**src/rtl/counter_sequencer_pkg.sv**
```systemverilog
// Shared definitions for the counter sequencer.
//   STATE_W : width of the sequencer state register
//   state_e : sequencer states (IDLE=0, RUN=1, PAUSED=2, DONE=3)
package counter_sequencer_pkg;

    localparam int STATE_W = 2;

    typedef enum logic [STATE_W-1:0] {
        ST_IDLE   = 2'd0,
        ST_RUN    = 2'd1,
        ST_PAUSED = 2'd2,
        ST_DONE   = 2'd3
    } state_e;

endpackage

```
**src/rtl/counter_sequencer_step_prescaler.sv**
```systemverilog
// Modulo-DIV prescaler that paces the count steps.
//   clock  : system clock
//   reset  : synchronous, active-high reset
//   clear  : return the prescaler to 0 (takes priority over enable)
//   enable : advance the prescaler this cycle
//   step   : high when enable=1 and the prescaler sits at DIV-1
module step_prescaler #(
    parameter int DIV = 1
) (
    input  logic clock,
    input  logic reset,
    input  logic clear,
    input  logic enable,
    output logic step
);

    // DIV=1 still needs a one-bit register; it simply never leaves 0.
    localparam int            PW   = (DIV > 1) ? $clog2(DIV) : 1;
    localparam logic [PW-1:0] LAST = PW'(DIV - 1);

    logic [PW-1:0] cnt_q, cnt_d;

    assign step = enable && (cnt_q == LAST);

    always_comb begin
        cnt_d = cnt_q;
        if (clear) begin
            cnt_d = '0;
        end else if (enable) begin
            cnt_d = step ? '0 : cnt_q + PW'(1);
        end
    end

    always_ff @(posedge clock) begin
        if (reset) begin
            cnt_q <= '0;
        end else begin
            cnt_q <= cnt_d;
        end
    end

endmodule

```
**src/rtl/counter_sequencer.sv**
```systemverilog
// Start/stop/pause sequencer around a WIDTH-bit up/down counter with a
// programmable terminal value, one-shot or continuous mode and a prescaled
// step rate. All outputs are registered.
//   clock, reset : system clock, synchronous active-high reset
//   start        : (re)start a sequence; latches limit, down, oneshot
//   stop         : abort to IDLE (beats start)
//   pause        : freeze the count while running
//   oneshot      : 1 = halt in DONE at terminal, 0 = wrap and continue
//   down         : 1 = count down from limit, 0 = count up to limit
//   limit        : terminal value
//   count        : current count
//   running/paused/done : state flags
//   wrap         : one-cycle pulse when a continuous sequence reloads
module counter_sequencer
    import counter_sequencer_pkg::*;
#(
    parameter int WIDTH = 3,
    parameter int DIV   = 1
) (
    input  logic             clock,
    input  logic             reset,
    input  logic             start,
    input  logic             stop,
    input  logic             pause,
    input  logic             oneshot,
    input  logic             down,
    input  logic [WIDTH-1:0] limit,
    output logic [WIDTH-1:0] count,
    output logic             running,
    output logic             paused,
    output logic             done,
    output logic             wrap
);

    state_e           state_q, state_d;
    logic [WIDTH-1:0] count_q, count_d;
    logic [WIDTH-1:0] limit_q, limit_d;
    logic             down_q, down_d;
    logic             oneshot_q, oneshot_d;
    logic             running_q, running_d;
    logic             paused_q, paused_d;
    logic             done_q, done_d;
    logic             wrap_q, wrap_d;

    logic pre_clear, pre_enable, step, terminal;

    // The prescaler only advances on an undisturbed RUN cycle; stop and
    // start both zero it, pause leaves it holding its value.
    assign pre_clear  = stop | start;
    assign pre_enable = (state_q == ST_RUN) & ~stop & ~start & ~pause;

    step_prescaler #(.DIV(DIV)) u_prescaler (
        .clock  (clock),
        .reset  (reset),
        .clear  (pre_clear),
        .enable (pre_enable),
        .step   (step)
    );

    // Checking terminal before stepping keeps the arithmetic from ever
    // overflowing or underflowing.
    assign terminal = down_q ? (count_q == '0) : (count_q == limit_q);

    always_comb begin
        state_d   = state_q;
        count_d   = count_q;
        limit_d   = limit_q;
        down_d    = down_q;
        oneshot_d = oneshot_q;
        wrap_d    = 1'b0;

        if (stop) begin
            state_d = ST_IDLE;
            count_d = '0;
        end else if (start) begin
            limit_d   = limit;
            down_d    = down;
            oneshot_d = oneshot;
            count_d   = down ? limit : '0;
            state_d   = ST_RUN;
        end else begin
            case (state_q)
                ST_RUN: begin
                    if (pause) begin
                        state_d = ST_PAUSED;
                    end else if (step) begin
                        if (terminal) begin
                            if (oneshot_q) begin
                                state_d = ST_DONE;
                            end else begin
                                count_d = down_q ? limit_q : '0;
                                wrap_d  = 1'b1;
                            end
                        end else begin
                            count_d = down_q ? count_q - WIDTH'(1)
                                             : count_q + WIDTH'(1);
                        end
                    end
                end
                ST_PAUSED: begin
                    if (!pause) begin
                        state_d = ST_RUN;
                    end
                end
                default: ;
            endcase
        end

        running_d = (state_d == ST_RUN);
        paused_d  = (state_d == ST_PAUSED);
        done_d    = (state_d == ST_DONE);
    end

    always_ff @(posedge clock) begin
        if (reset) begin
            state_q   <= ST_IDLE;
            count_q   <= '0;
            limit_q   <= '0;
            down_q    <= 1'b0;
            oneshot_q <= 1'b0;
            running_q <= 1'b0;
            paused_q  <= 1'b0;
            done_q    <= 1'b0;
            wrap_q    <= 1'b0;
        end else begin
            state_q   <= state_d;
            count_q   <= count_d;
            limit_q   <= limit_d;
            down_q    <= down_d;
            oneshot_q <= oneshot_d;
            running_q <= running_d;
            paused_q  <= paused_d;
            done_q    <= done_d;
            wrap_q    <= wrap_d;
        end
    end

    assign count   = count_q;
    assign running = running_q;
    assign paused  = paused_q;
    assign done    = done_q;
    assign wrap    = wrap_q;

endmodule
```
**config.mk**
```make
export PLATFORM = sky130hd
export DESIGN_NAME = counter_sequencer
export DESIGN_NICKNAME = d
export VERILOG_FILES = /design/src/rtl/counter_sequencer_pkg.sv /design/src/rtl/counter_sequencer_step_prescaler.sv /design/src/rtl/counter_sequencer.sv
export SDC_FILE = /design/constraint.sdc
export NUM_CORES = 1
export LEC_CHECK = 0
export ABC_AREA = 1
export CAP_MARGIN = 20
export CORE_MARGIN = 4
export CORE_UTILIZATION = 53
export DETAILED_ROUTE_END_ITERATION = 7
export PLACE_DENSITY = 0.87
export SYNTH_ARGS = -nofsm -noshare
export SYNTH_HDL_FRONTEND = slang
export SYNTH_HIERARCHICAL = 1
export SYNTH_SLANG_ARGS = --single-unit
```
**constraint.sdc**
```tcl
create_clock -name clock -period 3.86 [get_ports clock]
set_input_delay 0.579 -clock clock [delete_from_list [all_inputs] [get_ports clock]]
set_output_delay 0.579 -clock clock [all_outputs]
set_load 0.005 [all_outputs]
```
==> results by group <==
Critical path
  • Critical path's top delay family: simple AND/OR/NAND/NOR gates
  • Critical Path Most Common Cell: nor2_1
  • Largest stage delay on the critical path: 0.55 ns
  • Worst R2R Start: state_q[1]
  • Reg2Reg Depth: 11
  • Arr. time, crit path: 2.42 ns
  • Slowest stage cell, crit path: clkdlybuf4s50_1
  • CP Capture Type: flop
  • Crit start category: primary input
  • Critical path fanouts, max: 7
  • R2r setup slk: approximately 2.2 ns
  • Reg2reg end: count[2]
  • Critical path type: primary input to flop
  • CP bufs+invs: 3
  • Required @ worst endpoint: 4.04 ns
  • Critical-path cell list: clkdlybuf4s50_1 -> nor2_1 -> inv_1 -> nor3_1 -> inv_1 -> nor2_1 -> nand2_1 -> a21oi_1 -> a21oi_2 -> nor3_1 -> nor2_1

Clock network
  • TritonCTS clock tree: built
  • CTS sink cnt: 15
  • Setup Buffers After CTS: 0
  • CTS Root Buffer Type: clkbuf_4
  • # hold bufs at CTS: 0
  • Htree depth: 1
  • CTS clk-pin slew, worst paths: about 0.090 ns
  • Clock buffer count from CTS: 3
  • Skew-Pair Late Insertion Delay: 0.28 ns
  • Post-CTS sizing: 0
  • Clock buffer depth: 2

Synth
  • Post-synth top area share: approximately 36%
  • Ranking of synthesized cells by area: dfxtp_1 (36%), nand2_1 (15%), inv_1 (9.0%)
  • Largest area contributor in the netlist: dfxtp_1
  • Number of flops mapped to enable cells by yosys: 0
  • Flops & latches, synth: 15
  • Netlist cell types: 19
  • Top cells by count, synth: nand2_1 (33), inv_1 (20), nor2_1 (20)
  • Ys async rst share: 0%
  • Mapped Nets: ~140
  • Primary FF master, synth: dfxtp_1
  • Top-count cell post-synth: nand2_1
  • Mapped cell area: approximately 830 sq um
  • Synth warn: 6
  • Synth Instances: 130
  • Syn Area/Cell: 6.42 sq um
  • Sequential area share after synthesis: 36.0%

Routing
  • Wirelength, routed: 2060 um
  • DR pass1 iterations: 4
  • 1st-iter DRT viols: 35
  • Final routed DRC violation total: 0
  • DR WL/cell: 12.4 um
  • Vias per cell: 5.37
  • DR top layer: met4
  • Metal3 WL: 108 um
  • Antenna Violating Nets Remaining: 0
  • Vias: 892
  • Routed met2 length: about 1000 um
  • Wl on met1: 884 um

Timing
  • Clk_skew: 0.00238 ns
  • Slew @ Worst Pin: about 0.32 ns
  • Peak Freq: around 450 MHz
  • Final setup violation count: 0
  • Setup_tns: 0 ns
  • Fin. max-slew vios: 0
  • Final hold vios: 0
  • Fin crit period: between 2 and 2.5 ns
  • Rel. slew slack: 78.7%
  • RSZ-0062 raised after global routing: no
  • Period utilisation layout: 58.0%
  • Hold_ws: 0.460 ns

Floorplan
  • I/O pin cnt: 17
  • Die width: 47.7 um
  • Core box area: 1490 sq um
  • Die ar.: 2270 sq um
  • Initial Util: 56.1%
  • Die height: 47.7 um
  • Core Rows: 14

Layout
  • Ant diodes: 0
  • Fin nets: approximately 160
  • Final Non-Filler Cells: 166
  • Register Area: 300 sq um
  • Multi-input combinational cell area: between 400 and 500 sq um
  • Area grow syn2layout: 24.7%
  • Finished Cell Area: 1040 sq um
  • Fillers: 131
  • Layout cells sized above 1: 8.67%

Power and ir drop
  • Worst vdd ir: about 0.00029 V
  • Leakage: between 0.5 and 0.6 nW
  • PwrDens: 312 nW/um^2

Global routing
  • Antenna violations before repair: 0
  • Largest net degree at the start of global routing: 10
  • Vias in the first global route: 784
  • GR Overflow Total: 0
  • Global-route wire length before repair: 3370 um
  • Global Route Usage Sum: 21.0%

Hold path
  • Hold path cells: 2
  • Hold endpoint: u_prescaler/cnt_q
  • Min-delay src: u_prescaler/cnt_q
  • Worst min-delay path class: flop to flop

Placement
  • RePlAce Congestion: 0.873
  • I/O Buffers: 16
  • Post-DP HPWL: 1660 um
  • DP Area: 1010 sq um
  • DP Cell Count: 162

Run
  • Maxcap violations: 0

Run status
  • Status: completed
routing by layer:
metal	global-route usage [%]	up-vias
li1	-	445
met1	27.0	409
met2	34.6	34
met3	3.76	4
met4	8.06	0
met5	0	-
worst register-to-register path: cells and delay by family (launching register included):
family,cells,cell delay (ns)
simple gates,5,0.62
flops,1,0.34
compound gates,2,0.29
buf+inv,3,0.22
fa+ha+maj,1,0.16
cells in the final DEF, fill, tap and decap left out, drive strengths merged:
| cell | instances |
|---|---|
| a21oi | 9 |
| nand2 | 37 |
| nor2 | 20 |
| o22ai | 1 |
| nand4 | 1 |
| nor3 | 2 |
| clkdlybuf4s50 | 16 |
| inv | 24 |
| ha | 2 |
| o21ai | 7 |
| clkbuf | 4 |
| nor4 | 1 |
| nand3 | 8 |
| xnor2 | 1 |
| fa | 1 |
| dfxtp | 15 |
| xor2 | 1 |
sequential cells by signal, indices dropped and copies added, names as in the netlist:
signal             flops
count                  3
limit_q                3
state_q                2
done                   1
down_q                 1
oneshot_q              1
paused                 1
running                1
u_prescaler/cnt_q      1
wrap                   1
power by group:
group	internal [mW]	switching, mW
combinational	0.0282	0.0395
clock	0.0401	0.0510
sequential	0.161	0.00555
total	0.229	0.0960
stage by stage:
step	util, %	power (mW)	worst slack (ns)
2_1_floorplan	-	0.210	2.13
3_5_place_dp	68.2	0.236	1.39
6_report	69.9	0.325	1.62
4_1_cts	69.9	0.325	1.67
5_1_grt	69.9	0.343	1.44
3_3_place_gp	68.2	0.233	1.47
kinds of logic after synthesis:
logic type,after synthesis,share of synthesized area (%)
flip-flops,15,36.0
adder cells (fa/ha/maj),3,5.40
XOR/XNOR,2,2.10
buffers and inverters,24,10.8
AO/OA/AOI/OAI,17,10.8
AND/OR/NAND/NOR,69,34.9
cell type report:
class                   instances  area share, %
multi-input cells              91           42.7
repair buffers                 16           15.4
well taps                      16           1.92
clock buffers                   4           2.52
inverters                      24           8.65
flip-flops and latches         15           28.8
how the worst max path moves through the flow:
| stage | startpoint | cells after the start | to | slack (ns) |
|---|---|---|---|---|
| 3_3_place_gp | start | 11 | count[2] | 1.47 |
| 4_1_cts | start | 11 | count[2] | 1.67 |
| 6_report | start | 11 | count[2] | 1.62 |
| 2_1_floorplan | start | 10 | count[2] | 2.13 |
| 3_5_place_dp | start | 11 | count[2] | 1.39 |
| 5_1_grt | start | 12 | count[0] | 1.44 |
Power figures use the tool's default switching activity.
